## config.mk

```make
export PLATFORM = sky130hd
export DESIGN_NAME = sti_cmd_sched
export DESIGN_NICKNAME = d
export VERILOG_FILES = /design/src/rtl/sti_cmd_sched_pkg.sv /design/src/rtl/sti_desc_fifo.sv /design/src/rtl/sti_cmd_sched.sv
export SDC_FILE = /design/constraint.sdc
export NUM_CORES = 1
export LEC_CHECK = 0
export CAP_MARGIN = 20
export CORE_ASPECT_RATIO = 0.7
export CORE_UTILIZATION = 25
export DETAILED_ROUTE_END_ITERATION = 6
export PLACE_DENSITY = 0.52
export SYNTH_ARGS = -nofsm -noshare
export SYNTH_HDL_FRONTEND = slang
export SYNTH_HIERARCHICAL = 1
export SYNTH_SLANG_ARGS = --single-unit
```

## constraint.sdc

```tcl
create_clock -name clk -period 5.2 [get_ports clk]
set_input_delay 0.78 -clock clk [delete_from_list [all_inputs] [get_ports clk]]
set_output_delay 0.78 -clock clk [all_outputs]
set_load 0.05 [all_outputs]
```

## src/rtl/sti_cmd_sched_pkg.sv

```systemverilog
// Shared types and constants for the STI command scheduler: descriptor layout,
// length codes, issue FSM states and sizing.
package sti_cmd_sched_pkg;

  localparam int DESC_W     = 22;
  localparam int DATA_W     = 16;
  localparam int LEN_LSB    = 16;
  localparam int FILL_BIT   = 18;
  localparam int MSB_BIT    = 19;
  localparam int LOW_BIT    = 20;
  localparam int LAST_BIT   = 21;

  localparam int FIFO_DEPTH = 4;
  localparam int CNT_W      = 3;
  localparam int GAP_CYCLES = 3;

  localparam logic [1:0] LEN_8  = 2'b00;
  localparam logic [1:0] LEN_16 = 2'b01;
  localparam logic [1:0] LEN_24 = 2'b10;
  localparam logic [1:0] LEN_32 = 2'b11;

  typedef enum logic [2:0] {
    ST_IDLE,
    ST_LOAD,
    ST_SHIFT,
    ST_DRAIN,
    ST_GAP,
    ST_FIN
  } state_t;

  // Number of serializer bits expected for a given length code.
  function automatic logic [5:0] shift_target(input logic [1:0] len);
    logic [5:0] t;
    case (len)
      LEN_8:   t = 6'd8;
      LEN_16:  t = 6'd16;
      LEN_24:  t = 6'd24;
      default: t = 6'd32;
    endcase
    return t;
  endfunction

endpackage

```

## src/rtl/sti_desc_fifo.sv

```systemverilog
// Four-entry descriptor FIFO with a combinational head and occupancy count.
module sti_desc_fifo
  import sti_cmd_sched_pkg::*;
(
  input  logic              clk,
  input  logic              reset,
  input  logic              push,
  input  logic [DESC_W-1:0] push_data,
  input  logic              pop,
  output logic [DESC_W-1:0] head,
  output logic              full,
  output logic              empty,
  output logic [CNT_W-1:0]  cnt
);

  localparam int PTR_W = $clog2(FIFO_DEPTH);

  logic [DESC_W-1:0] mem [FIFO_DEPTH];
  logic [PTR_W-1:0]  wr_ptr;
  logic [PTR_W-1:0]  rd_ptr;
  logic              do_push;
  logic              do_pop;

  assign full    = (cnt == CNT_W'(FIFO_DEPTH));
  assign empty   = (cnt == '0);
  assign do_push = push && !full;
  assign do_pop  = pop && !empty;
  assign head    = mem[rd_ptr];

  // Resetting the pointers is enough to discard whatever the array holds.
  always_ff @(posedge clk or negedge reset) begin
    if (!reset) begin
      wr_ptr <= '0;
      rd_ptr <= '0;
      cnt    <= '0;
    end else begin
      if (do_push) wr_ptr <= wr_ptr + PTR_W'(1);
      if (do_pop)  rd_ptr <= rd_ptr + PTR_W'(1);
      case ({do_push, do_pop})
        2'b10:   cnt <= cnt + CNT_W'(1);
        2'b01:   cnt <= cnt - CNT_W'(1);
        default: ;
      endcase
    end
  end

  always_ff @(posedge clk) begin
    if (do_push) mem[wr_ptr] <= push_data;
  end

endmodule

```

## src/rtl/sti_cmd_sched.sv

```systemverilog
// STI command scheduler: round-robin intake of two requesters into a FIFO and
// an issue FSM that feeds one descriptor at a time to the STI serializer.
module sti_cmd_sched
  import sti_cmd_sched_pkg::*;
(
  input  logic              clk,
  input  logic              reset,
  input  logic              rq0_valid,
  output logic              rq0_ready,
  input  logic [DESC_W-1:0] rq0_desc,
  input  logic              rq1_valid,
  output logic              rq1_ready,
  input  logic [DESC_W-1:0] rq1_desc,
  output logic              load,
  output logic [DATA_W-1:0] pi_data,
  output logic [1:0]        pi_length,
  output logic              pi_fill,
  output logic              pi_msb,
  output logic              pi_low,
  output logic              pi_end,
  input  logic              so_valid,
  input  logic              oem_finish,
  output logic              busy,
  output logic              done,
  output logic              err,
  output logic [CNT_W-1:0]  fifo_cnt
);

  state_t            state, next_state;
  logic              rr_ptr, sealed, pi_end_q;
  logic              can_grant, grant0, grant1, push, fifo_pop;
  logic              fifo_full, fifo_empty;
  logic [DESC_W-1:0] push_data, fifo_head, issue_q;
  logic [5:0]        bit_cnt, target;
  logic [1:0]        gap_cnt;
  logic              gap_done, issue_last, shift_hit;

  // Readies come only from registered state plus inputs, never from a pop.
  assign can_grant = reset && !fifo_full && !sealed;
  assign grant0    = can_grant && rq0_valid && (!rq1_valid || !rr_ptr);
  assign grant1    = can_grant && rq1_valid && (!rq0_valid || rr_ptr);
  assign rq0_ready = grant0;
  assign rq1_ready = grant1;
  assign push      = grant0 || grant1;
  assign push_data = grant1 ? rq1_desc : rq0_desc;

  always_ff @(posedge clk or negedge reset) begin
    if (!reset) begin
      rr_ptr <= 1'b0;
      sealed <= 1'b0;
    end else begin
      if (grant0)      rr_ptr <= 1'b1;
      else if (grant1) rr_ptr <= 1'b0;
      if (push && push_data[LAST_BIT]) sealed <= 1'b1;
    end
  end

  sti_desc_fifo u_fifo (
    .clk       (clk),
    .reset     (reset),
    .push      (push),
    .push_data (push_data),
    .pop       (fifo_pop),
    .head      (fifo_head),
    .full      (fifo_full),
    .empty     (fifo_empty),
    .cnt       (fifo_cnt)
  );

  assign issue_last = issue_q[LAST_BIT];
  assign target     = shift_target(issue_q[LEN_LSB +: 2]);
  assign shift_hit  = so_valid && ((bit_cnt + 6'd1) == target);
  assign gap_done   = (gap_cnt == 2'(GAP_CYCLES - 1));

  always_ff @(posedge clk or negedge reset) begin
    if (!reset) state <= ST_IDLE;
    else        state <= next_state;
  end

  always_comb begin
    next_state = state;
    case (state)
      ST_IDLE:  if (!fifo_empty) next_state = ST_LOAD;
      ST_LOAD:  next_state = ST_SHIFT;
      ST_SHIFT: if (shift_hit) next_state = ST_DRAIN;
      ST_DRAIN: if (!so_valid) next_state = ST_GAP;
      ST_GAP: begin
        if (gap_done) begin
          if (issue_last)       next_state = ST_FIN;
          else if (!fifo_empty) next_state = ST_LOAD;
          else                  next_state = ST_IDLE;
        end
      end
      ST_FIN:   next_state = ST_FIN;
      default:  next_state = ST_IDLE;
    endcase
  end

  always_comb begin
    load     = 1'b0;
    busy     = 1'b1;
    fifo_pop = 1'b0;
    case (state)
      ST_IDLE: begin
        busy     = 1'b0;
        fifo_pop = !fifo_empty;
      end
      ST_LOAD: load = 1'b1;
      ST_GAP:  fifo_pop = gap_done && !issue_last && !fifo_empty;
      ST_FIN:  busy = !done;
      default: ;
    endcase
  end

  // A so_valid in DRAIN is a pulse beyond the target, so it flags err too.
  always_ff @(posedge clk or negedge reset) begin
    if (!reset) begin
      issue_q  <= '0;
      bit_cnt  <= '0;
      gap_cnt  <= '0;
      pi_end_q <= 1'b0;
      done     <= 1'b0;
      err      <= 1'b0;
    end else begin
      if (fifo_pop) issue_q <= fifo_head;
      if (load)                               bit_cnt <= '0;
      else if (state == ST_SHIFT && so_valid) bit_cnt <= bit_cnt + 6'd1;
      if (state == ST_GAP) gap_cnt <= gap_done ? 2'd0 : gap_cnt + 2'd1;
      else                 gap_cnt <= '0;
      if (load && issue_last) pi_end_q <= 1'b1;
      if (state == ST_FIN && oem_finish) done <= 1'b1;
      if (so_valid && (state inside {ST_IDLE, ST_LOAD, ST_GAP, ST_DRAIN})) err <= 1'b1;
    end
  end

  assign pi_data   = issue_q[DATA_W-1:0];
  assign pi_length = issue_q[LEN_LSB +: 2];
  assign pi_fill   = issue_q[FILL_BIT];
  assign pi_msb    = issue_q[MSB_BIT];
  assign pi_low    = issue_q[LOW_BIT];
  assign pi_end    = pi_end_q || (load && issue_last);

endmodule

```

# After elaboration in Yosys (flattened, before gate mapping)
# Memory sizes are Yosys's and may differ from the RTL's. A register that Yosys moved wholly into a read port is not among the register bits.
# Cells that the tools add are included.
[word_totals] ff_bits=23 ramBits=88 memories=1
[mem_list] name="u_fifo.mem" words=4 width=22 read_ports=1 rd_ports_with_merged_regs=1 wr=1 line_no="sti_desc_fifo.sv:18" rtl="logic [DESC_W-1:0] mem [FIFO_DEPTH];"
[classes] addsub=6 n_eq_ne=16 mux=21 reduce_logical=37
[op_table] cell="two-way mux 22 bit" n=1
[op_table] cell="one-hot mux 3 bit (6 select lines)" n=1
[op_table] cell="one-hot mux 6 bit (3 select lines)" n=1
[op_table] cell="logical AND 1 bit" n=16
[op_table] cell="two-way mux 3 bit" n=5
[op_table] cell="two-way mux 6 bit" n=2
[op_table] cell="== test 3 bit (second input constant)" n=3
[op_table] cell="zero test 1 bit" n=9
[op_table] cell="!= test 2 bit (second input constant)" n=4
[op_table] cell="adder 2 x 1 -> 2 bit (second input constant)" n=3
[op_table] cell="adder 6 x 1 -> 6 bit (second input constant)" n=1
[op_table] cell="== test 2 bit (second input constant)" n=3
[op_table] cell="== test 3 x 2 -> 1 bit (second input constant)" n=2
[op_table] cell="== test 6 bit" n=1
[op_table] cell="zero test 3 bit" n=2
[op_table] cell="two-way mux 1 bit" n=6
[op_table] cell="one-hot mux 3 bit (2 select lines)" n=1
[op_table] cell="nonzero test 2 bit" n=3
[op_table] cell="== test 2 x 1 -> 1 bit (second input constant)" n=2
[op_table] cell="logical OR 1 bit" n=4
[op_table] cell="two-way mux 2 bit" n=2
[op_table] cell="one-hot mux 1 bit (2 select lines)" n=2
[op_table] cell="AND reduction 4 bit" n=1
[op_table] cell="nonzero test 4 bit" n=1
[op_table] cell="other kinds (4)" n=4

# Longest topological paths before layout
# Gate-level depths: netlist of run 1.
[depth] ltp_word=10 depth_mapped=12

# By module
# The synthesis of run 1 kept the hierarchy.
[by_module_without_submodules] mod="sti_desc_fifo" n_inst=1 cells_each=153 area_each_um2=3598.5
[by_module_without_submodules] mod="sti_cmd_sched" n_inst=1 cells_each=209 area_each_um2=2294.7

# Worst setup path after synthesis of run 1
# Ideal clock, no wire load.
[synth_timing] kind="register -> output" start="reg state[1]" end="out pi_end" t_arrival_ns=2.387 required_ns=4.420 slack_ns=2.033 stages_incl_launch_ff=4 path_buffers=1 path_cell_list="dfrtp_1 -> clkbuf_1 -> nor3b_1 -> a21o_2"
[synth_via] elab_chain_cells=4
[synth_rtl] item="start: declaration" line_no="sti_cmd_sched.sv:29" rtl="state_t state, next_state;"
[synth_rtl] item="start signal: assignment" line_no="sti_cmd_sched.sv:77" rtl="else state <= next_state;"
[synth_rtl] item="== test 3 x 1 -> 1 bit" line_no="sti_cmd_sched.sv:103" rtl="case (state)"
[synth_rtl] item="two-way mux 1 bit" line_no="sti_cmd_sched.sv:103"
[synth_rtl] item="named net load" line_no="sti_cmd_sched.sv:14" rtl="output logic load,"
[synth_rtl] item="logical AND 1 bit" line_no="sti_cmd_sched.sv:141" rtl="assign pi_end = pi_end_q || (load && issue_last);"
[synth_rtl] item="logical OR 1 bit" line_no="sti_cmd_sched.sv:141"
[synth_rtl] item="end: declaration" line_no="sti_cmd_sched.sv:20" rtl="output logic pi_end,"
# The timed path passes the listed nets, and every way through them passes these cells.

# Worst setup path in the final report of run 1
[layout_timing] start="reg u_fifo.cnt[2]" end="out rq0_ready"
[layout_via] elab_chain_cells=6
[layout_rtl] item="start: declaration" line_no="sti_desc_fifo.sv:13" rtl="output logic [CNT_W-1:0] cnt"
[layout_rtl] item="start signal: assignment" line_no="sti_desc_fifo.sv:40" rtl="2'b10: cnt <= cnt + CNT_W'(1);"
[layout_rtl] item="start signal: assignment" line_no="sti_desc_fifo.sv:41" rtl="2'b01: cnt <= cnt - CNT_W'(1);"
[layout_rtl] item="== test 3 bit" line_no="sti_desc_fifo.sv:24" rtl="assign full = (cnt == CNT_W'(FIFO_DEPTH));"
[layout_rtl] item="named net fifo_full" line_no="sti_cmd_sched.sv:32" rtl="logic fifo_full, fifo_empty;"
[layout_rtl] item="zero test 1 bit" line_no="sti_cmd_sched.sv:39" rtl="assign can_grant = reset && !fifo_full && !sealed;"
[layout_rtl] item="logical AND 1 bit (2 in a row)" line_no="sti_cmd_sched.sv:39"
[layout_rtl] item="logical AND 1 bit (2 in a row)" line_no="sti_cmd_sched.sv:40" rtl="assign grant0 = can_grant && rq0_valid && (!rq1_valid || !rr_ptr);"
[layout_rtl] item="end: declaration" line_no="sti_cmd_sched.sv:9" rtl="output logic rq0_ready,"
# The timed path passes the listed nets, and every way through them passes these cells.

==> impl_metrics.yaml, run 1 <==
outcome:
  run_status: "completed"
floorplan:
  ios: 81
  die_w_um: 186
  start_util_pct: 25.7
  die_y_um: 130
  core_area_um2: 22900
  die_area_um2: 24200
  rows: 46
setup_path:
  cp_slowest_stage_delay_ns: 0.81
  crit_path_cell_trace: "or3b_4 > inv_1 > nor3b_1 > and3_1 > clkdlybuf4s50_1"
  path_class: "flop to output port"
  crit_arrival_ns: 2.84
  cp-start-kind: "flop"
  slowest_stage: "clkdlybuf4s50_1"
  cp-end-kind: "output port"
  rr_startpoint: "issue_q[21]$_DFFE_PN0P_"
  crit_buf_inv: 2
  startpoint: "u_fifo/cnt[2]$_DFFE_PN0P_"
  crit_family: "simple AND/OR/NAND/NOR gates"
  cp.required_ns: 4.42
  cp_max_fo: 6
synth:
  netlist_instances: 362
  syn_avg_cell_area_um2: 16.3
  yosysTopAreaCellShare_pct: 44.8
  synth_edf_count: 88
  syn-num-nets: 423
  seq_area_frac_synth_pct: 63.9
  ys.flop_type: "edfxtp_1"
  synth-seq-cells: 133
  synth_largest_area_cell: "edfxtp_1"
  syn_area_um2: 5890
  synth_common_cells: "88 x edfxtp_1, 45 x dfrtp_1, 42 x mux2_2"
  ys_types: 55
  async_flop_share_pct: 33.8
  yosysMostFrequentCell: "edfxtp_1"
  ys_warn_count: 6
  ys_top_cells_by_area: "edfxtp_1 45%, dfrtp_1 19%, mux4_2 8.4%"
sta:
  tns_ns: 0
  timing.final.crit_share_pct: 69.6
  finalWorstSetupSlack_ns: 1.58
  maxSlewHeadroom_pct: 44.2
  min_period_ns: 3.62
  worst_pin_slew_ns: 0.837
  max_freq_ghz: 0.276
  final-max-slew-violation-count: 0
  skew_ns: 0.00928
  rsz0062_at_grt: "no"
  setup_viol: 0
  hold_viol: 0
clocking:
  cts_buffer_depth: 2
  post_cts_resized: 0
  htree_levels: 4
  cts_root_buffer: "clkbuf_16"
  postCtsSetupBuffers: 0
  cts_buffers: 17
  clock-sinks: 133
  hold_buffers: 0
  cts_tree: "built"
  clk_pin_slew_ns: 0.06
  clkLatencyLatePin_ns: 0.41
power_and_ir_drop:
  clockPowerShare_pct: 26.6
  leakage_nw: 2.66
  p_switching_mw: 1.57
  combPwrFrac_pct: 36.8
  p_int_mw: 2.80
  p_seq_share_pct: 36.6
  p_sw_share_pct: 35.9
  vdd_drop_max_mv: 0.309
  powerDensity_nw_per_um2: 583
grt:
  grt_max_degree: 46
  overflow: 0
  grt_usage_pct: 10.5
  grt_pass1_vias: 3393
  grt_pass1_wl_um: 18500
  antenna_found_initial: 0
drt:
  top_layer: "met4"
  drc: 0
  wl_met1_um: 5620
  dr_total_vias: 3200
  wl_per_cell_um: 15.6
  drtPass1Iterations: 4
  vias_per_cell: 4.23
  drt_iter0_drc: 239
  detail-route-antenna-nets: 0
  wl_met3_um: 571
  drt-total-wl_um: 11800
  wl_met2_um: 5470
cells_and_area:
  multiInputGateArea_um2: 1860
  seq_area_um2: 3770
  drive_above_1_share_pct: 26.4
  final_util_pct: 32.7
  nNetsFinal: 492
  synthToLayoutAreaGrowth_pct: 27.3
  layout.cells.non_filler: 756
  diodes: 0
  fillers: 2276
place:
  numPortBuffers: 80
  gp_congestion: 0.711
  place_ws_ns: 1.82
  dp_hpwl_um: 7550
  dp_cells: 724
hold_path:
  hold_path_class: "flop to flop"
  hp-start: "err$_DFFE_PN0P_"
job:
  cap_violations: 0
worst reg2reg max path: stages, from the launching register on:
cell and delay [ns]:
dfrtp_1 0.44, or3b_4 0.44, a2111oi_4 0.34, buf_4 0.41, o31a_2 0.27, ha_1 0.19, inv_1 0.06, fa_1 0.37
xor2_1 0.15, nor2_1 0.10, xor2_1 0.17
layout by cell type (no fill, tap or decap), types with 3 or more instances in the layout:
master	netlist	layout
edfxtp_1	88	88
a21oi_1	6	6
nor3_1	4	4
o21a_1	3	3
clkbuf_16	0	17
a21o_1	3	3
xor2_1	3	3
inv_1	13	13
mux2_2	42	42
clkinvlp_4	0	3
clkinv_4	0	5
nand2_1	9	9
nor3b_1	3	3
o21ai_0	9	9
nand3b_1	3	3
buf_4	19	3
nor2_1	10	10
mux4_2	22	22
and3_2	4	4
dfrtp_1	45	44
and3_1	3	3
clkdlybuf4s50_1	0	79
o22ai_1	3	3
nand2b_1	3	3
ha_1	10	10
xnor2_1	6	6
metrics by stage:
stage | hold slack (ns) | power (mW) | cell area (um2)
detailed placement | 0.448 | 3.26 | 6920
global placement | 0.444 | 3.20 | 6890
global route | 0.486 | 4.60 | 7500
floorplan | 0.429 | 2.85 | 5890
finish | 0.455 | 4.37 | 7500
CTS | 0.461 | 4.44 | 7500
sequential cells by signal, summed over array words and instances, names as in the netlist:
register,cells
bit_cnt,6
done,1
err,1
gap_cnt,2
issue_q,22
pi_end_q,1
rr_ptr,1
sealed,1
state,3
u_fifo/cnt,3
u_fifo/mem,88
u_fifo/rd_ptr,2
u_fifo/wr_ptr,2
layout make-up:
| type | instances | area share, % |
|---|---|---|
| timing repair buffer | 84 | 11.3 |
| tap | 312 | 5.21 |
| inverter | 14 | 0.701 |
| multi-input combinational | 181 | 24.8 |
| clock inverter | 14 | 2.04 |
| sequential | 133 | 50.3 |
| clock buffer | 18 | 5.72 |
routing by layer:
metal,track usage [%],up-vias
met5,0,-
met4,3.79,0
met3,3.05,10
met2,16.7,73
met1,13.8,1614
li1,-,1503
worst paths after layout:
kind	to	slack, ns	depth (start not counted)
setup / recovery	rq0_ready	1.58	5
hold reg to reg	err$_DFFE_PN0P_	0.46	1
hold / removal	err$_DFFE_PN0P_	0.46	1
setup reg to reg	u_fifo/cnt[2]$_DFFE_PN0P_	2.19	10
min in group asynchronous	issue_q[1]$_DFFE_PN0P_	0.57	2
max in group asynchronous	u_fifo/rd_ptr[0]$_DFFE_PN0P_	4.10	2
kinds of logic (layout without fill, tap and decap cells):
group,count (synthesis),count (layout),synth area share (%)
XOR/XNOR,10,10,1.74
multiplexers,67,67,17.0
flip-flops,133,133,63.9
buffers and inverters,48,130,4.59
AND/OR/NAND/NOR,54,54,5.44
AO/OA/AOI/OAI,39,39,4.80
adder cells (fa/ha/maj),11,11,2.46
power by group through the flow:
stage	Sequential, mW	Clock, mW	Combinational (mW)
floorplan	1.56	0	1.29
global route	1.64	1.24	1.72
CTS	1.61	1.19	1.64
detailed placement	1.63	0	1.63
global placement	1.65	0	1.56
finish	1.60	1.16	1.61
Note: power is estimated with default switching activity, not from simulation.
==> run 2: changes to the inputs <==
--- a/config.mk
+++ b/config.mk
@@ -9,7 +9,7 @@
 export CORE_ASPECT_RATIO = 0.7
 export CORE_UTILIZATION = 25
 export DETAILED_ROUTE_END_ITERATION = 6
-export PLACE_DENSITY = 0.52
+export PLACE_DENSITY = 0.53
 export SYNTH_ARGS = -nofsm -noshare
 export SYNTH_HDL_FRONTEND = slang
 export SYNTH_HIERARCHICAL = 1
==> constraint.sdc (replaced) <==
create_clock -name clk -period 3.3 [get_ports clk]
set_input_delay 0.495 -clock clk [delete_from_list [all_inputs] [get_ports clk]]
set_output_delay 0.495 -clock clk [all_outputs]
set_load 0.05 [all_outputs]
==> run 2 against run 1 <==
Routed wire length grew 2.8%. Final cell count grew 0.40%. Non-clock buffer count rose by 2. Clock power grew 66%. Highest routed layer unchanged. Power increased by 60%. Die area did not move. Largest cell class unchanged. Worst setup slack worse by 1.2 ns. Sequential share of layout area is 0.21 points lower. Core utilization grew 0.14 points. Design area is 0.42% higher. Combinational power rose by 60%. Worst hold slack lost 0.15 ns.
==> impl_metrics.yaml, run 2 (synthesized netlist as in run 1, its figures left out) <==
place:
  numPortBuffers: 80
  dp_cells: 726
  dp_hpwl_um: 8030
  gp_congestion: 0.731
clocking:
  hold_buffers: 0
  htree_levels: 4
  postCtsSetupBuffers: 0
  clkLatencyLatePin_ns: 0.41
  clock-sinks: 133
  clk_pin_slew_ns: 0.06
  cts_buffers: 17
  cts_tree: "built"
  post_cts_resized: 0
  cts_buffer_depth: 2
  cts_root_buffer: "clkbuf_16"
power_and_ir_drop:
  leakage_nw: 2.68
  total_power_mw: 6.98
  powerDensity_nw_per_um2: 927
  vdd_drop_max_mv: 0.519
cells_and_area:
  synthToLayoutAreaGrowth_pct: 27.8
  reg_top3: "u_fifo/mem x88, issue_q x22, bit_cnt x6"
  drive_above_1_share_pct: 27.1
  layout.cells.non_filler: 759
  nNetsFinal: 494
  layout_commonest_cell: "edfxtp_1"
  final_util_pct: 32.9
  mostFrequentLayoutCells: "88 x edfxtp_1, 77 x clkdlybuf4s50_1, 44 x dfrtp_1, 42 x mux2_2, 22 x mux4_2"
  fillers: 2248
  largest_reg_flops: 88
  largest_register: "u_fifo/mem"
grt:
  antenna_found_initial: 0
  grt_pass1_vias: 3407
  grt_usage_pct: 10.8
  overflow: 0
  grt_pass1_wl_um: 19100
  grt_max_degree: 46
sta:
  holdWs_ns: 0.308
  setup_viol: 0
  final-max-slew-violation-count: 0
  min_period_ns: 2.96
  worst_pin_slew_ns: 0.862
  timing.final.crit_share_pct: 89.8
  skew_ns: 0.0117
  rsz0062_at_grt: "no"
  tns_ns: 0
  max_freq_ghz: 0.337
  hold_viol: 0
  maxSlewHeadroom_pct: 42.5
outcome:
  run_status: "completed"
floorplan:
  rows: 46
  core_area_um2: 22900
  die_area_um2: 24200
  die_y_um: 130
  start_util_pct: 25.7
  ios: 81
  die_w_um: 186
setup_path:
  crit_path_cell_trace: "nor3b_1 > a21o_2 > clkdlybuf4s50_1"
  cp_slowest_stage_delay_ns: 0.79
  crit_arrival_ns: 2.47
  cp-start-kind: "flop"
  path_class: "flop to output port"
  slowest_stage: "clkdlybuf4s50_1"
  cp-end-kind: "output port"
  cp.required_ns: 2.80
  cp_max_fo: 23
drt:
  drt_iter0_drc: 204
  dr_total_vias: 3212
  detail-route-antenna-nets: 0
  wl_per_cell_um: 16.0
  drt-total-wl_um: 12100
  drtPass1Iterations: 4
  vias_per_cell: 4.23
  drc: 0
job:
  cap_violations: 0
hold_path:
  hold_path_class: "primary input to async pin"
==> run 2: cell count changes in the layout (fill, tap and decap cells not counted), moves of 2 or more <==
cell	delta
clkdlybuf4s50_1	-2
buf_4	+4
clkbuf_8	+2
clkinv_4	-5
==> run 2: worst paths after layout <==
kind	end	cells past startpoint	slack [ns]	from
min	issue_q[2]$_DFFE_PN0P_	2	0.31	reset
max	pi_end	3	0.34	state[2]$_DFFE_PN0P_
min in group clk	err$_DFFE_PN0P_	1	0.45	err$_DFFE_PN0P_
min reg2reg	err$_DFFE_PN0P_	1	0.45	err$_DFFE_PN0P_
max reg2reg	u_fifo/cnt[2]$_DFFE_PN0P_	12	0.52	u_fifo/cnt[2]$_DFFE_PN0P_
max in group asynchronous	u_fifo/rd_ptr[0]$_DFFE_PN0P_	2	2.52	reset
==> run 2: area by class of cell <==
cell class | instances | area [um2] | share of cell area, %
flip-flops and latches | 133 | 3770 | 50.1
multi-input cells | 181 | 1860 | 24.7
repair buffers | 86 | 848 | 11.3
clock buffers | 21 | 460 | 6.11
well taps | 312 | 390 | 5.18
clock inverters | 11 | 148 | 1.96
inverters | 14 | 52.6 | 0.698
diodes | 1 | 2.50 | 0.0332
==> run 2: critical path, delay by kind of cell (launching register included) <==
family                 cells  cell delay [ns]
buffers and inverters      1             0.79
DFF                        1             0.64
and+or+nand+nor            1             0.45
AOI/OAI and AO/OA          1             0.19
==> run 2: per-stage QoR <==
step	worst slack [ns]	area, um2
2_1_floorplan	0.418	5890
3_3_place_gp	0.635	6920
3_5_place_dp	0.545	6920
4_1_cts	0.311	7530
5_1_grt	0.203	7530
6_report	0.336	7530
==> run 2: where the power goes <==
group / switching (mW) / total (mW) / internal (mW)
clock: 0.695 / 1.93 / 1.23
combinational: 1.40 / 2.57 / 1.17
sequential: 0.372 / 2.49 / 2.12
total: 2.47 / 6.98 / 4.52
==> run 2: routing by layer <==
metal | vias up | share of wire (%) | GRT usage, %
met5 | - | 0 | 0
met4 | 0 | 0.75 | 3.01
met3 | 5 | 5.4 | 3.49
met2 | 77 | 47 | 16.9
met1 | 1623 | 47 | 14.5
li1 | 1507 | - | -
==> run 3: changes to the inputs <==
--- a/config.mk
+++ b/config.mk
@@ -5,12 +5,11 @@
 export SDC_FILE = /design/constraint.sdc
 export NUM_CORES = 1
 export LEC_CHECK = 0
-export CAP_MARGIN = 20
+export ABC_AREA = 1
 export CORE_ASPECT_RATIO = 0.7
 export CORE_UTILIZATION = 25
 export DETAILED_ROUTE_END_ITERATION = 6
 export PLACE_DENSITY = 0.53
 export SYNTH_ARGS = -nofsm -noshare
 export SYNTH_HDL_FRONTEND = slang
-export SYNTH_HIERARCHICAL = 1
 export SYNTH_SLANG_ARGS = --single-unit
==> run 3 against run 2 <==
Power is 45% lower. Highest routed layer unchanged. Non-clock buffer count is 3 higher. Clock-buffer cell count is 1 lower.
==> impl_metrics.yaml, run 3 <==
outcome:
  run_status: "completed"
setup_path:
  cp.required_ns: 2.80
  cp-end-kind: "output port"
  cp_common_cell: "clkdlybuf4s50_1"
  crit_arrival_ns: 2.32
  crit_buf_inv: 3
  cp-start-kind: "primary input"
  slowest_stage: "clkdlybuf4s50_1"
  cp_slowest_stage_delay_ns: 0.82
  path_class: "primary input to output port"
  r2r_cells: 11
  cp_max_fo: 2
  r2r_slack_ns: 1.04
  crit_path_cell_trace: "clkdlybuf4s50_1 > inv_1 > o21ai_2 > nand2_1 > nor2_1 > clkdlybuf4s50_1"
  crit_cells: 6
  crit_family: "buffers and inverters"
synth:
  synth_edf_count: 88
  syn_avg_cell_area_um2: 10.6
  netlist_instances: 568
  ys_warn_count: 0
  async_flop_share_pct: 33.8
  syn-num-nets: 629
  synth_largest_area_cell: "edfxtp_1"
  synth_common_cells: "113 x nor2_1, 98 x nand2_1, 88 x edfxtp_1"
  ys.flop_type: "edfxtp_1"
  syn_area_um2: 6040
  ys_types: 39
  yosysTopAreaCellShare_pct: 43.8
  synth-seq-cells: 133
  yosysMostFrequentCell: "nor2_1"
  seq_area_frac_synth_pct: 62.4
  ys_top_cells_by_area: "edfxtp_1 44%, dfrtp_1 19%, nor2_1 7.0%"
sta:
  max_freq_ghz: 0.355
  hold_viol: 0
  final-max-slew-violation-count: 0
  holdWs_ns: 0.236
  min_period_ns: 2.81
  timing.final.crit_share_pct: 85.3
  rsz0062_at_grt: "no"
  skew_ns: 0.00610
  maxSlewHeadroom_pct: 38.4
  setup_viol: 0
  worst_pin_slew_ns: 0.923
  tns_ns: 0
cells_and_area:
  nNetsFinal: 697
  synthToLayoutAreaGrowth_pct: 26.7
  diodes: 0
  layout.cells.non_filler: 967
  fillers: 2390
  multiInputGateArea_um2: 1870
  seq_area_um2: 3770
  largest_reg_flops: 88
  mostFrequentLayoutCells: "109 x nor2_1, 98 x nand2_1, 88 x edfxtp_1, 78 x clkdlybuf4s50_1, 50 x o21ai_0"
  largest_register: "u_fifo.mem"
  final_util_pct: 32.3
  reg_top3: "u_fifo.mem x88, issue_q x22, bit_cnt x6"
  drive_above_1_share_pct: 14.2
  layout_commonest_cell: "nor2_1"
drt:
  drc: 0
  drt_iter0_drc: 217
  detail-route-antenna-nets: 0
  drtPass1Iterations: 4
  drt-total-wl_um: 14000
  vias_per_cell: 4.07
  wl_per_cell_um: 14.5
  dr_total_vias: 3940
grt:
  grt_usage_pct: 11.9
  antenna_found_initial: 0
  overflow: 0
  grt_pass1_wl_um: 22000
  grt_pass1_vias: 3838
  grt_max_degree: 46
clocking:
  cts_buffer_depth: 2
  cts_buffers: 17
  htree_levels: 4
  clk_pin_slew_ns: 0.06
  cts_tree: "built"
  postCtsSetupBuffers: 0
  hold_buffers: 0
  post_cts_resized: 0
  clock-sinks: 133
  cts_root_buffer: "clkbuf_16"
  clkLatencyLatePin_ns: 0.42
floorplan:
  start_util_pct: 25.5
  core_area_um2: 23700
  die_y_um: 132
  die_area_um2: 24800
  rows: 47
  die_w_um: 188
  ios: 81
power_and_ir_drop:
  leakage_nw: 2.95
  vdd_drop_max_mv: 0.358
  total_power_mw: 3.84
  powerDensity_nw_per_um2: 502
place:
  numPortBuffers: 80
  dp_cells: 935
  gp_congestion: 0.782
  dp_hpwl_um: 8550
hold_path:
  hold_path_class: "primary input to async pin"
job:
  cap_violations: 0
==> run 3: worst paths after layout <==
path / from / endpoint
worst max-delay path: rq0_valid / rq0_ready
worst min-delay path: reset / u_fifo.cnt[0]$_DFFE_PN0P_
worst max register to register: u_fifo.cnt[1]$_DFFE_PN0P_ / u_fifo.cnt[2]$_DFFE_PN0P_
worst min register to register: gap_cnt[1]$_DFF_PN0_ / gap_cnt[0]$_DFF_PN0_
max in group asynchronous: reset / u_fifo.rd_ptr[0]$_DFFE_PN0P_
min in group clk: gap_cnt[1]$_DFF_PN0_ / gap_cnt[0]$_DFF_PN0_
==> run 3: through the flow <==
stage               setup WS, ns  instance area, um2
floorplan                  0.583                6040
global placement           0.456                7040
detailed placement         0.476                7040
CTS                        0.473                7650
global route               0.402                7650
finish                     0.486                7650
==> run 3: metal layers <==
| metal | GRT usage (%) | part of all wire, % | wire length, um | up-vias |
|---|---|---|---|---|
| met2 | 17.7 | 43 | 6060 | 69 |
| met3 | 3.65 | 5.0 | 702 | 13 |
| met1 | 16.4 | 51 | 7110 | 1822 |
| met4 | 3.84 | 1.1 | 153 | 0 |
| li1 | - | - | - | 2036 |
| met5 | 0 | 0 | 0 | - |
==> run 3: power breakdown <==
part           total [mW]  leakage [nW]  switching [mW]  internal, mW
Clock                1.96         0.294           0.713          1.25
Sequential           1.78          1.40               0          1.78
Combinational       0.103          1.26          0.0467        0.0566
Total                3.84          2.95           0.760          3.08
==> run 3: kinds of logic (layout without fill, tap and decap cells) <==
group	after synthesis	count (layout)	share of synthesized area, %
DFF	133	133	62.4
buffers and inverters	75	156	6.75
AOI/OAI and AO/OA	94	94	10.2
and+or+nand+nor	250	250	17.6
xor gates and xnor gates	5	5	0.725
adders and majority gates	11	11	2.40
==> run 3: layout make-up <==
type                            instances  area share, %
Sequential cell                       133           49.3
Multi-Input combinational cell        360           24.5
Inverter                               35           1.75
Clock inverter                         12           1.98
Tap cell                              318           5.20
Timing Repair Buffer                   89           11.2
Clock buffer                           20           6.10
==> run 3: worst register-to-register path, stage by stage, from the launching register on <==
cell	delay, ns
dfrtp_1	0.42
inv_1	0.11
nand3_1	0.11
nand3_2	0.15
nor2_1	0.10
nor2_4	0.25
ha_1	0.20
inv_1	0.07
fa_1	0.38
a21oi_1	0.14
o21ai_0	0.11
xnor2_1	0.13
